--- config.mk ---
export PLATFORM = sky130hd
export DESIGN_NAME = buf_scanout_reader
export DESIGN_NICKNAME = d
export VERILOG_FILES = /design/src/rtl/buf_scanout_reader.sv
export SDC_FILE = /design/constraint.sdc
export NUM_CORES = 1
export LEC_CHECK = 0
export ABC_AREA = 1
export CAP_MARGIN = 20
export CELL_PAD_IN_SITES_DETAIL_PLACEMENT = 1
export CELL_PAD_IN_SITES_GLOBAL_PLACEMENT = 1
export CORE_MARGIN = 10
export CORE_UTILIZATION = 35
export DETAILED_ROUTE_END_ITERATION = 8
export HOLD_SLACK_MARGIN = 0.15
export MAX_ROUTING_LAYER = met4
export PLACE_DENSITY = 0.8
export SYNTH_ARGS = -nofsm -noshare
export SYNTH_HDL_FRONTEND = slang
export SYNTH_SLANG_ARGS = --single-unit
--- constraint.sdc ---
create_clock -name clk -period 2.1 [get_ports clk]
set_input_delay 0.42 -clock clk [delete_from_list [all_inputs] [get_ports clk]]
set_output_delay 0.42 -clock clk [all_outputs]
set_load 0.02 [all_outputs]
--- src/rtl/buf_scanout_reader.sv ---
// Read-side scan-out master for the 24-bit RGB frame buffer.
// Generates raster timing, issues read strobes with row-major addresses,
// and registers the returned bytes into a pixel stream whose sync, enable
// and frame-start flags are delayed to line up exactly with the data.
//
// Read strobe protocol: buf_re is a fixed-latency request with no
// back-pressure. When buf_re=1 in cycle t, buf_addr is valid in cycle t and
// the buffer presents buf_r/g/b in cycle t+1. The block captures that data
// at the end of t+1, so it appears on pix_* during t+2. There is no ready
// signal; the buffer must always answer with one-cycle latency.
module buf_scanout_reader #(
  parameter int H_ACTIVE = 100,
  parameter int H_FP     = 4,
  parameter int H_SYNC   = 8,
  parameter int H_BP     = 8,
  parameter int V_ACTIVE = 100,
  parameter int V_FP     = 2,
  parameter int V_SYNC   = 2,
  parameter int V_BP     = 4,
  parameter int ADDR_W   = 20
) (
  input  logic              clk,
  input  logic              reset,
  input  logic              enable,
  output logic              buf_re,
  output logic              buf_we,
  output logic [ADDR_W-1:0] buf_addr,
  input  logic [7:0]        buf_r,
  input  logic [7:0]        buf_g,
  input  logic [7:0]        buf_b,
  output logic [7:0]        pix_r,
  output logic [7:0]        pix_g,
  output logic [7:0]        pix_b,
  output logic              pix_de,
  output logic              hsync,
  output logic              vsync,
  output logic              frame_start,
  output logic              wr_window,
  output logic              busy,
  output logic [1:0]        dbg_state
);

  // Raster geometry derived from the porch/sync parameters.
  localparam int H_TOTAL = H_ACTIVE + H_FP + H_SYNC + H_BP;
  localparam int V_TOTAL = V_ACTIVE + V_FP + V_SYNC + V_BP;
  localparam int HW      = $clog2(H_TOTAL);
  localparam int VW      = $clog2(V_TOTAL);

  localparam logic [HW-1:0] H_ACT  = HW'(H_ACTIVE);
  localparam logic [HW-1:0] H_LAST = HW'(H_TOTAL - 1);
  localparam logic [HW-1:0] HS_BEG = HW'(H_ACTIVE + H_FP);
  localparam logic [HW-1:0] HS_END = HW'(H_ACTIVE + H_FP + H_SYNC - 1);

  localparam logic [VW-1:0] V_ACT  = VW'(V_ACTIVE);
  localparam logic [VW-1:0] V_LAST = VW'(V_TOTAL - 1);
  localparam logic [VW-1:0] VS_BEG = VW'(V_ACTIVE + V_FP);
  localparam logic [VW-1:0] VS_END = VW'(V_ACTIVE + V_FP + V_SYNC - 1);

  // IDLE: parked, counters at origin. RUN: scanning with enable high.
  // DRAIN: enable dropped, finishing the current frame before parking.
  typedef enum logic [1:0] {
    S_IDLE  = 2'd0,
    S_RUN   = 2'd1,
    S_DRAIN = 2'd2
  } state_t;

  state_t            state;
  logic [HW-1:0]     h_cnt;
  logic [VW-1:0]     v_cnt;
  logic [ADDR_W-1:0] addr;

  // Issue-stage (cycle t) decode.
  logic          scanning;
  logic          h_last;
  logic          v_last;
  logic          frame_last;
  logic          stop;
  logic          active_now;
  logic          next_re;
  logic [HW-1:0] h_nxt;
  logic [VW-1:0] v_nxt;
  logic          hs_now;
  logic          vs_now;
  logic          fs_now;

  // First pipeline stage: flags travelling alongside the buffer read.
  logic de_d1;
  logic hs_d1;
  logic vs_d1;
  logic fs_d1;

  function automatic logic is_active(input logic [HW-1:0] h, input logic [VW-1:0] v);
    return (h < H_ACT) && (v < V_ACT);
  endfunction

  // Raster position decode, next-position lookahead and write-window logic.
  always_comb begin
    scanning   = (state != S_IDLE);
    h_last     = (h_cnt == H_LAST);
    v_last     = (v_cnt == V_LAST);
    frame_last = h_last && v_last;
    // Scanning stops only at the last clock of a frame with enable low.
    stop       = scanning && frame_last && !enable;
    active_now = is_active(h_cnt, v_cnt);

    h_nxt = h_last ? '0 : h_cnt + HW'(1);
    v_nxt = v_cnt;
    if (h_last) begin
      v_nxt = v_last ? '0 : v_cnt + VW'(1);
    end

    // Will a read be issued next cycle? Leaving IDLE always lands on the
    // first active pixel, so the lookahead there is simply enable.
    next_re = 1'b0;
    if (state == S_IDLE) begin
      next_re = enable;
    end else if (!stop) begin
      next_re = is_active(h_nxt, v_nxt);
    end

    hs_now = scanning && (h_cnt >= HS_BEG) && (h_cnt <= HS_END);
    vs_now = scanning && (v_cnt >= VS_BEG) && (v_cnt <= VS_END);
    fs_now = scanning && (h_cnt == '0) && (v_cnt == '0);
  end

  // Issue-stage outputs come straight from registered state/counters.
  assign buf_re    = scanning && active_now;
  assign buf_we    = 1'b0;
  assign buf_addr  = addr;
  assign busy      = scanning;
  assign dbg_state = state;
  // The writer may use the port only when no read happens now or next
  // cycle; held low while reset is asserted so every output reads 0.
  assign wr_window = reset && !buf_re && !next_re;

  // Scan FSM with h/v counters and running read address.
  always_ff @(posedge clk or negedge reset) begin
    if (!reset) begin
      state <= S_IDLE;
      h_cnt <= '0;
      v_cnt <= '0;
      addr  <= '0;
    end else begin
      case (state)
        S_IDLE: begin
          h_cnt <= '0;
          v_cnt <= '0;
          addr  <= '0;
          if (enable) begin
            state <= S_RUN;
          end
        end
        S_RUN, S_DRAIN: begin
          h_cnt <= h_nxt;
          v_cnt <= v_nxt;
          // Address restarts at the frame wrap; otherwise it steps once per
          // active read, so no multiply is needed to form v*H_ACTIVE+h.
          if (frame_last) begin
            addr <= '0;
          end else if (buf_re) begin
            addr <= addr + ADDR_W'(1);
          end
          if (stop) begin
            state <= S_IDLE;
          end else if (enable) begin
            state <= S_RUN;
          end else begin
            state <= S_DRAIN;
          end
        end
        default: begin
          state <= S_IDLE;
          h_cnt <= '0;
          v_cnt <= '0;
          addr  <= '0;
        end
      endcase
    end
  end

  // Stage 1: delay timing flags by one clock while the buffer returns data.
  always_ff @(posedge clk or negedge reset) begin
    if (!reset) begin
      de_d1 <= 1'b0;
      hs_d1 <= 1'b0;
      vs_d1 <= 1'b0;
      fs_d1 <= 1'b0;
    end else begin
      de_d1 <= buf_re;
      hs_d1 <= hs_now;
      vs_d1 <= vs_now;
      fs_d1 <= fs_now;
    end
  end

  // Stage 2: register returned bytes with flags; blank data outside de.
  always_ff @(posedge clk or negedge reset) begin
    if (!reset) begin
      pix_r       <= 8'd0;
      pix_g       <= 8'd0;
      pix_b       <= 8'd0;
      pix_de      <= 1'b0;
      hsync       <= 1'b0;
      vsync       <= 1'b0;
      frame_start <= 1'b0;
    end else begin
      pix_r       <= de_d1 ? buf_r : 8'd0;
      pix_g       <= de_d1 ? buf_g : 8'd0;
      pix_b       <= de_d1 ? buf_b : 8'd0;
      pix_de      <= de_d1;
      hsync       <= hs_d1;
      vsync       <= vs_d1;
      frame_start <= fs_d1;
    end
  end

endmodule

After elaboration in Yosys (flattened, before gate mapping):

Index checks and enable logic that the tools add are counted.

* bits in registers: 68
* latch bits: 0
* bits in writable memories: 0
* ROM bits: 0
* input port bits: 27
* output and inout bits: 54
* logic and storage cells: 71
* memories kept: 0

* add/sub/neg operators: 3
* $mul: 0
* divide/modulo/power cells: 0
* $lt $le $gt $ge: 8
* equality and inequality tests: 6
* shift operators: 0
* multiplexer cells: 17
* bitwise logic cells: 0
* reduce and logical (&&, ||, !) cells: 22

Operators with widths (number)
* $mux W20: 3
* $mux W7: 5
* $lt A7 B7 Y1 const B: 4
* $mux W8: 3
* $add A20 B1 Y20 const B: 1
* $add A7 B1 Y7 const B: 2
* $eq A7 B7 Y1 const B: 2
* $ge A7 B7 Y1 const B: 2
* $le A7 B7 Y1 const B: 2
* $logic_and A1 B1 Y1: 14
* $logic_not A7 Y1: 2
* $mux W2: 3
* $pmux W2 S2: 1
* $logic_not A1 Y1: 3
* $ne A3 B3 Y1 const B: 1
* $eq A2 B1 Y1 const B: 1
* $eq A2 B2 Y1 const B: 1
* $logic_not A2 Y1: 1
* $mux W1: 2
* $ne A2 B2 Y1 const B: 1
* $reduce_bool A2 Y1: 1
* $reduce_or A2 Y1: 1

Depth between registers and ports, before layout:

* depth after elaboration: 9
* mapped depth: 12
* depth with buffers taken out: 12

Worst setup path before layout:

No wires, ideal clock.

* kind: flip-flop to output port
* start: reg h_cnt[0]
* end: out wr_window
* data arrival time: 1660 ps
* required time: 1680 ps
* path slack: 20 ps
* stages on the path, launching flop included: 11
* path buffers: 1
* path through: dfrtp_1 ha_1 nand3_2 nor2_4 buf_6 nor2_1 a21oi_1 nand3_1 nand2_1 nand2_1 a21oi_1

* word-level cells in the longest chain between the ends: 8

Ends and longest elaborated chain
* from (decl): RTL line 68 `logic [HW-1:0] h_cnt;`
* from (signal assigned): RTL line 154 `h_cnt <= h_nxt;`
* $add A7 B1 Y7 or $eq A7 B7 Y1 (tied branches): RTL line 106, 99
* $mux W7, or another cell as far along: RTL line 106 `h_nxt = h_last ? '0 : h_cnt + HW'(1);`
* $lt A7 B7 Y1 or $logic_and A1 B1 Y1 (tied branches): RTL line 93, 103
* $logic_and A1 B1 Y1 (on tied branches): RTL line 93, 103
* $mux W1: RTL line 117 `end else if (!stop) begin`
* $mux W1: RTL line 115 `if (state == S_IDLE) begin`
* $logic_not A1 Y1: RTL line 134 `assign wr_window = reset && !buf_re && !next_re;`
* $logic_and A1 B1 Y1 (*): RTL line 134
* to (decl): RTL line 38 `output logic wr_window,`

Mark *: on every way between the ends. The rest lies on a longest branch, timed or not.

Worst setup path after layout:

* start: reg h_cnt[1]
* end: out wr_window

The elaborated chain is that of the path after synthesis.

==> metrics.yaml <==
worst_setup_path:
  required_ns: 1.68
  worstPathArrival_ns: 2.08
  slowest_delay_ns: 0.39
  cp_max_fo: 2
  worstSetupPathType: "flip-flop to output pin"
  crit_chain: "buf_4 -> buf_4 -> nand3_4 -> nor2_4 -> nand2_2 -> xor2_2 -> nor2_1 -> o21ai_1 -> nand2_1 -> nand2_1 -> a21oi_2 -> buf_6"
  crit_start: "h_cnt[1]$_DFF_PN0_"
  cpMaxStageDelayCell: "dfrtp_1"
  endpoint_kind: "output pin"
  r2r_start: "v_cnt[5]$_DFF_PN0_"
  crit_path_start_kind: "flip-flop"
sta:
  maxSlewViolCount: 0
  fin_crit_ns: 2.497
  worst_slack_ns: -0.3970
  holdWs_ns: 0.3150
  setup_violations: 1
  finalHoldViolCount: 0
  fin_skew_ns: 0.01025
  fin_crit_sh_pct: 118.9
  rsz0062_at_grt: "yes"
  fmax_ghz: 0.4005
  slew_headroom_pct: 42.05
  tightest_slew_ns: 0.8692
  tns_ns: -0.3970
placed_design:
  hpwl_um: 7690
  dpl_cell_area_um2: 4467
  dp_slack_ns: -0.5257
  portBuffers: 79
  finalWeightedCongestion: 0.9635
global_route:
  grt_max_degree: 69
  grt_pass1_wl_um: 16740
  grt_use_total_pct: 16.28
  first_global_vias: 3244
  grt-ovfl-total: 0
  grt_antenna_before_repair: 0
route:
  viasPerCell: 4.845
  drc: 0
  routed_wl_um: 10670
  routedWlPerCell_um: 16.91
  firstDrtPassIters: 4
  drt_iter0_drc: 124
  final_antenna_net_count: 0
  num_vias: 3057
synth:
  async_flop_share_pct: 100.0
  synth.area.top_cells: "dfrtp_1 (53%), nand2_1 (9.0%), inv_1 (7.6%), nor2_1 (5.0%), nand3_1 (3.3%)"
  synth_warnings: 0
  ys_seq_area_share_pct: 52.73
  yosysUniqueCellTypes: 38
  synth_fp_nets: 413
  synth_top_area_cell: "dfrtp_1"
  syn_area_per_cell_um2: 8.514
  synth_top_flop_cell: "dfrtp_1"
  ys_seq_elements: 68
  synth_top_area_share_pct: 52.73
  synth_edf_count: 0
  syn_area_um2: 3227
  postSynthCellCount: 379
cts:
  htree_levels: 3
  clkTransAtPathRegs_ns: 0.09
  hold_buffers: 0
  cts.sink_count: 68
  clkLatencyLatePin_ns: 0.35
  cts_tree: "yes"
  cts-root-buf: "clkbuf_8"
  cts_buffer_depth: 2
  cts_made_buffers: 9
power:
  power.density_nw_per_um2: 969.5
  p_leak_nw: 2.330
  finalPower_mw: 4.712
  ir_worst_vdd_mv: 0.4952
flow_run:
  max_cap_viol_count: 0
run_status:
  violations: "negative setup slack"
  outcome: "finished with violations"
floorplan:
  boundaryPins: 81
  start_util_pct: 36.47
  dieWidth_um: 116.0
  core_um2: 8848
  chipHeight_um: 116.0
  die_area_um2: 13460
  rows: 34
finish:
  nets: 552
  fillCellCount: 1052
  diodes: 0
  final_common_cell: "clkdlybuf4s50_1"
  drive_gt1_share_pct: 23.52
  final_cell_mix: "clkdlybuf4s50_1 (75), nand2_1 (73), dfrtp_1 (67)"
  area_delta_synth_final_pct: 50.60
  final_area_um2: 4860
hold_path:
  min_path_type: "input port to asynchronous set/reset pin"
-- cells in the mapped netlist, drive strengths merged, types with 2 or more instances --
library cell,count
o21a,2
nor2,52
nand2,82
nand3,23
clkbuf,3
inv,66
nand4,7
nor4,4
o21ai,14
buf,6
nor3,7
xor2,4
a21oi,17
o211a,2
a211oi,2
ha,7
dfrtp,68
o32ai,2
a31oi,4
-- critical path, delay by kind of cell (launching register included) --
family	cells	cell delay [ns]
buf+inv	3	0.39
xor+xnor	1	0.16
compound gates	2	0.25
flops	1	0.39
simple gates	6	0.56
-- area by class of cell --
cell class	instances	area (um2)	share of cell area [%]
Tap cell	108	135.1	2.781
Timing Repair Buffer	137	1230	25.31
Multi-Input combinational cell	235	1364	28.06
Inverter	67	251.5	5.175
Clock inverter	7	52.55	1.081
Sequential cell	68	1703	35.04
Clock buffer	9	123.9	2.549
-- path summary, 6_finish.rpt --
path                                       endpoint  cells past startpoint  slack, ns
min in group clk              frame_start$_DFF_PN0_                      0       0.35
max in group asynchronous        v_cnt[3]$_DFF_PN0_                      2       1.19
max                                       wr_window                     12      -0.40
min                         buf_addr[4]$_DFFE_PN0P_                      2       0.31
min reg2reg                   frame_start$_DFF_PN0_                      0       0.35
max reg2reg                buf_addr[11]$_DFFE_PN0P_                     12       0.01
-- flip-flops by register name (all words and copies together), names as in the netlist, 2 cells and up --
signal / cells
v_cnt: 7
pix_b: 8
pix_g: 8
pix_r: 8
h_cnt: 7
dbg_state: 2
buf_addr: 20
-- timing repair --
item                                    in CTS  in global routing
pin swaps                                    4                  9
gates cloned                                 0                  0
resized for setup                           30                 22
endpoints found under the setup margin       5                 10
buffers inserted                             4                  4
endpoints found under the hold margin        0                  0
-- through the flow --
stage                     std cells  utilization, %
after CTS                       628           53.61
after global placement          608           50.48
after floorplan                 379               -
final                           631           54.92
after global routing            631           54.92
after detailed placement        608           50.48
-- power breakdown --
group	leakage, nW	switching (mW)	internal [mW]
clock	0.0896	0.562	0.434
combinational	1.33	1.19	0.825
sequential	0.911	0.170	1.53
-- metal layers --
metal  up-vias  track usage [%]  part of all wire [%]
li1       1469                -                     -
met1      1493            18.46                    42
met2        80            26.24                    50
met3        15            4.599                   6.3
met4         0            7.423                   2.1
met5         -                -                     0
-- logic make-up (layout without fill, tap and decap cells) --
group	count (synthesis)	after routing	share of synthesized area [%]
DFF	68	68	52.73
adders and majority gates	7	7	2.714
other	1	1	0.1162
buffers and inverters	76	220	9.771
AOI/OAI and AO/OA	46	46	8.686
and+or+nand+nor	176	176	24.62
xor gates and xnor gates	5	5	1.357
No activity file was read; power rests on OpenSTA's default activity.
==> edit: new RTL, same flow settings <==
Add an input register stage for `enable`, `buf_r`, `buf_g` and `buf_b`, without a reset; this delays them by one clock. Comments in the files are not updated.
--- a/src/rtl/buf_scanout_reader.sv
+++ b/src/rtl/buf_scanout_reader.sv
@@ -64,6 +64,18 @@
     S_DRAIN = 2'd2
   } state_t;
 
+  logic enable_q;
+  logic [7:0] buf_r_q;
+  logic [7:0] buf_g_q;
+  logic [7:0] buf_b_q;
+
+  always_ff @(posedge clk) begin
+    enable_q <= enable;
+    buf_r_q  <= buf_r;
+    buf_g_q  <= buf_g;
+    buf_b_q  <= buf_b;
+  end
+
   state_t            state;
   logic [HW-1:0]     h_cnt;
   logic [VW-1:0]     v_cnt;
@@ -100,7 +112,7 @@
     v_last     = (v_cnt == V_LAST);
     frame_last = h_last && v_last;
     // Scanning stops only at the last clock of a frame with enable low.
-    stop       = scanning && frame_last && !enable;
+    stop       = scanning && frame_last && !enable_q;
     active_now = is_active(h_cnt, v_cnt);
 
     h_nxt = h_last ? '0 : h_cnt + HW'(1);
@@ -113,7 +125,7 @@
     // first active pixel, so the lookahead there is simply enable.
     next_re = 1'b0;
     if (state == S_IDLE) begin
-      next_re = enable;
+      next_re = enable_q;
     end else if (!stop) begin
       next_re = is_active(h_nxt, v_nxt);
     end
@@ -146,7 +158,7 @@
           h_cnt <= '0;
           v_cnt <= '0;
           addr  <= '0;
-          if (enable) begin
+          if (enable_q) begin
             state <= S_RUN;
           end
         end
@@ -162,7 +174,7 @@
           end
           if (stop) begin
             state <= S_IDLE;
-          end else if (enable) begin
+          end else if (enable_q) begin
             state <= S_RUN;
           end else begin
             state <= S_DRAIN;
@@ -204,9 +216,9 @@
       vsync       <= 1'b0;
       frame_start <= 1'b0;
     end else begin
-      pix_r       <= de_d1 ? buf_r : 8'd0;
-      pix_g       <= de_d1 ? buf_g : 8'd0;
-      pix_b       <= de_d1 ? buf_b : 8'd0;
+      pix_r       <= de_d1 ? buf_r_q : 8'd0;
+      pix_g       <= de_d1 ? buf_g_q : 8'd0;
+      pix_b       <= de_d1 ? buf_b_q : 8'd0;
       pix_de      <= de_d1;
       hsync       <= hs_d1;
       vsync       <= vs_d1;
Behaviour: not the same (a bounded check fails within 4 cycles, from zero or initial values and one cycle with reset low).
==> edit against the original RTL <==
- the flow still finishes with violations (negative setup slack)
- power is 16% higher
- via count is 8.5% higher
- clock power is 19% higher
- sequential cell count up 25
- area after synthesis rose by 16%
- design area increased by 13%
- cell count grew 10%
- routed wire length is 7.8% higher
- worst setup slack lost 0.11 ns
- global-route usage is 1.1 points lower
- critical path type unchanged
- critical endpoint unchanged
- largest power group is now sequential cells
- highest routed layer unchanged
==> edit: results (changes against the original RTL) <==
| Metric | Value |
|---|---|
| Outcome | `complete, but fails checks (unchanged)` |
| Failing checks | `negative setup slack (unchanged)` |
| Post-synth top area share | `0.455 (was 0.527)` |
| Syn Nets | `438 (was 413)` |
| Worst setup margin | `-0.504 ns (was -0.397 ns)` |
| Setup tns final | `-0.504 ns (was -0.397 ns)` |
| Worst ir drop on vdd | `0.433 mV (was 0.495 mV)` |
| Setup-violating endpoint count in the final report | `1 (unchanged)` |
| Largest stage delay on the critical path | `0.41 ns (was 0.39 ns)` |
| Asr flop ratio synth | `0.731 (was 1.00)` |
| Worst slew pin tran | `0.893 ns (was 0.869 ns)` |
| Ratio of cells with drive above 1 in the final layout | `0.263 (was 0.235)` |
| TritonCTS buffer count | `9 (unchanged)` |
| Sw frac | `0.380 (was 0.409)` |
| Final Skew | `0.0125 ns (was 0.0103 ns)` |
| Vias in the first global route | `3624 (was 3244)` |
| Largest net degree at the start of global routing | `69 (unchanged)` |
| Vias post-DR | `3317 (was 3057)` |
| Top cells by area, synth | `dfrtp_1 (45%), dfxtp_1 (13%), nand2_1 (7.6%) (was dfrtp_1 (53%), nand2_1 (9.0%), inv_1 (7.6%))` |
| Worst-Skew Late Latency | `0.37 ns (was 0.35 ns)` |
| Global-route wire length before repair | `17700 um (was 16700 um)` |
| DRT Pass-1 Iters | `4 (unchanged)` |
| Initial antenna violation count | `0 (unchanged)` |
| Post-Route WL | `11500 um (was 10700 um)` |
| Hpwl dp | `8060 um (was 7690 um)` |
| # fillers | `1226 (was 1052)` |
| Yosys cell types | `40 (was 38)` |
| Number of nets in the layout | `589 (was 552)` |
| CTS clk-pin slew, worst paths | `about 0.1 ns` |
| GRT Total Usage | `0.152 (was 0.163)` |
| Leakage power | `2.61 nW (was 2.33 nW)` |
| HP Class | `in -> async (unchanged)` |
| Critical path fanouts, max | `3 (was 2)` |
| ANT cells | `0 (unchanged)` |
| GPL Wtd Cong | `0.904 (was 0.964)` |
| Sequential area share after synthesis | `0.588 (was 0.527)` |
| Most frequent cells after synthesis | `nand2_1 (76), dfrtp_1 (68), inv_1 (56), nor2_1 (43), nand3_1 (27) (was nand2_1 (77), dfrtp_1 (68), inv_1 (65), nor2_1 (43), nand3_1 (21))` |
| # port buffers | `79 (unchanged)` |
| Syn. warnings | `0 (unchanged)` |
| Max stage delay cell, worst path | `dfrtp_1 (unchanged)` |
| Max reg flops | `20 (unchanged)` |
| DRT iter0 DRCs | `107 (was 124)` |
| Critical Path AT | `2.18 ns (was 2.08 ns)` |
[edit: cell types whose count changed after synthesis, sizes merged, moves of 3 or more]
cell / change
dfxtp: +25
nand3: +8
nor3: +4
o21ai: +4
a31oi: -3
nand2: -3
nor2: -3
[edit: per-layer routing]
layer  up-vias  GRT usage  part of all wire
met3        15     0.0460             0.061
li1       1582          -                 -
met1      1630      0.173              0.42
met2        90      0.250              0.50
met4         0     0.0553             0.018
met5         -          -                 0
[edit: kinds of logic after synthesis]
family / count (synthesis) / synth area share
other cells: 1 / 0.00100
fa+ha+maj: 7 / 0.0234
simple gates: 181 / 0.229
compound gates: 45 / 0.0709
flops: 93 / 0.588
xor+xnor: 3 / 0.00702
buf+inv: 74 / 0.0802
[edit: area by class of cell]
class,count,area [um^2],share of cell area
clock buffers,9,124,0.0225
multi-input cells,238,1370,0.249
inverters,67,264,0.0479
repair buffers,146,1300,0.236
well taps,136,170,0.0309
flip-flops and latches,93,2210,0.401
clock inverters,7,71.3,0.0130
[edit: critical path, delay by kind of cell (launching register included)]
kind,cells,cell delay [ns]
buf+inv,3,0.37
compound gates,2,0.25
flops,1,0.41
simple gates,8,0.78
[edit: power groups by stage]
stage	sequential, mW	clock [mW]	combinational [mW]
after CTS	2.20	1.21	1.98
after detailed placement	2.23	0	1.94
final	2.20	1.19	2.07
after floorplan	2.39	0	0.769
after global placement	2.22	0	1.88
after global routing	2.24	1.32	2.26
[edit: timing repair]
action,CTS,global route
setup buffers,5,9
pin swaps,6,14
gates resized for setup,26,31
cloned,1,0
endpoints found under the setup margin,3,10
[edit: path summary, 6_finish.rpt]
check	from	to	slack, ns	depth (start not counted)
setup / recovery	h_cnt[0]$_DFF_PN0_	wr_window	-0.50	13
hold / removal	reset	v_cnt[5]$_DFF_PN0_	0.26	2
setup reg to reg	h_cnt[0]$_DFF_PN0_	buf_addr[19]$_DFFE_PN0P_	0.05	14
hold reg to reg	vs_d1$_DFF_PN0_	vsync$_DFF_PN0_	0.36	0
max in group asynchronous	reset	v_cnt[3]$_DFF_PN0_	1.17	2
min in group clk	vs_d1$_DFF_PN0_	vsync$_DFF_PN0_	0.36	0
[edit: stage by stage]
stage | instances | area, um^2 | setup WS, ns | power (mW) | hold slack (ns)
5_1_grt | 696 | 5510 | -0.685 | 5.82 | 0.355
6_report | 696 | 5510 | -0.504 | 5.46 | 0.259
4_1_cts | 687 | 5330 | -0.423 | 5.40 | 0.308
3_3_place_gp | 665 | 5050 | -0.474 | 4.10 | 0.332
2_1_floorplan | 404 | 3740 | 0.0224 | 3.16 | 0.124
3_5_place_dp | 665 | 5050 | -0.562 | 4.17 | 0.341
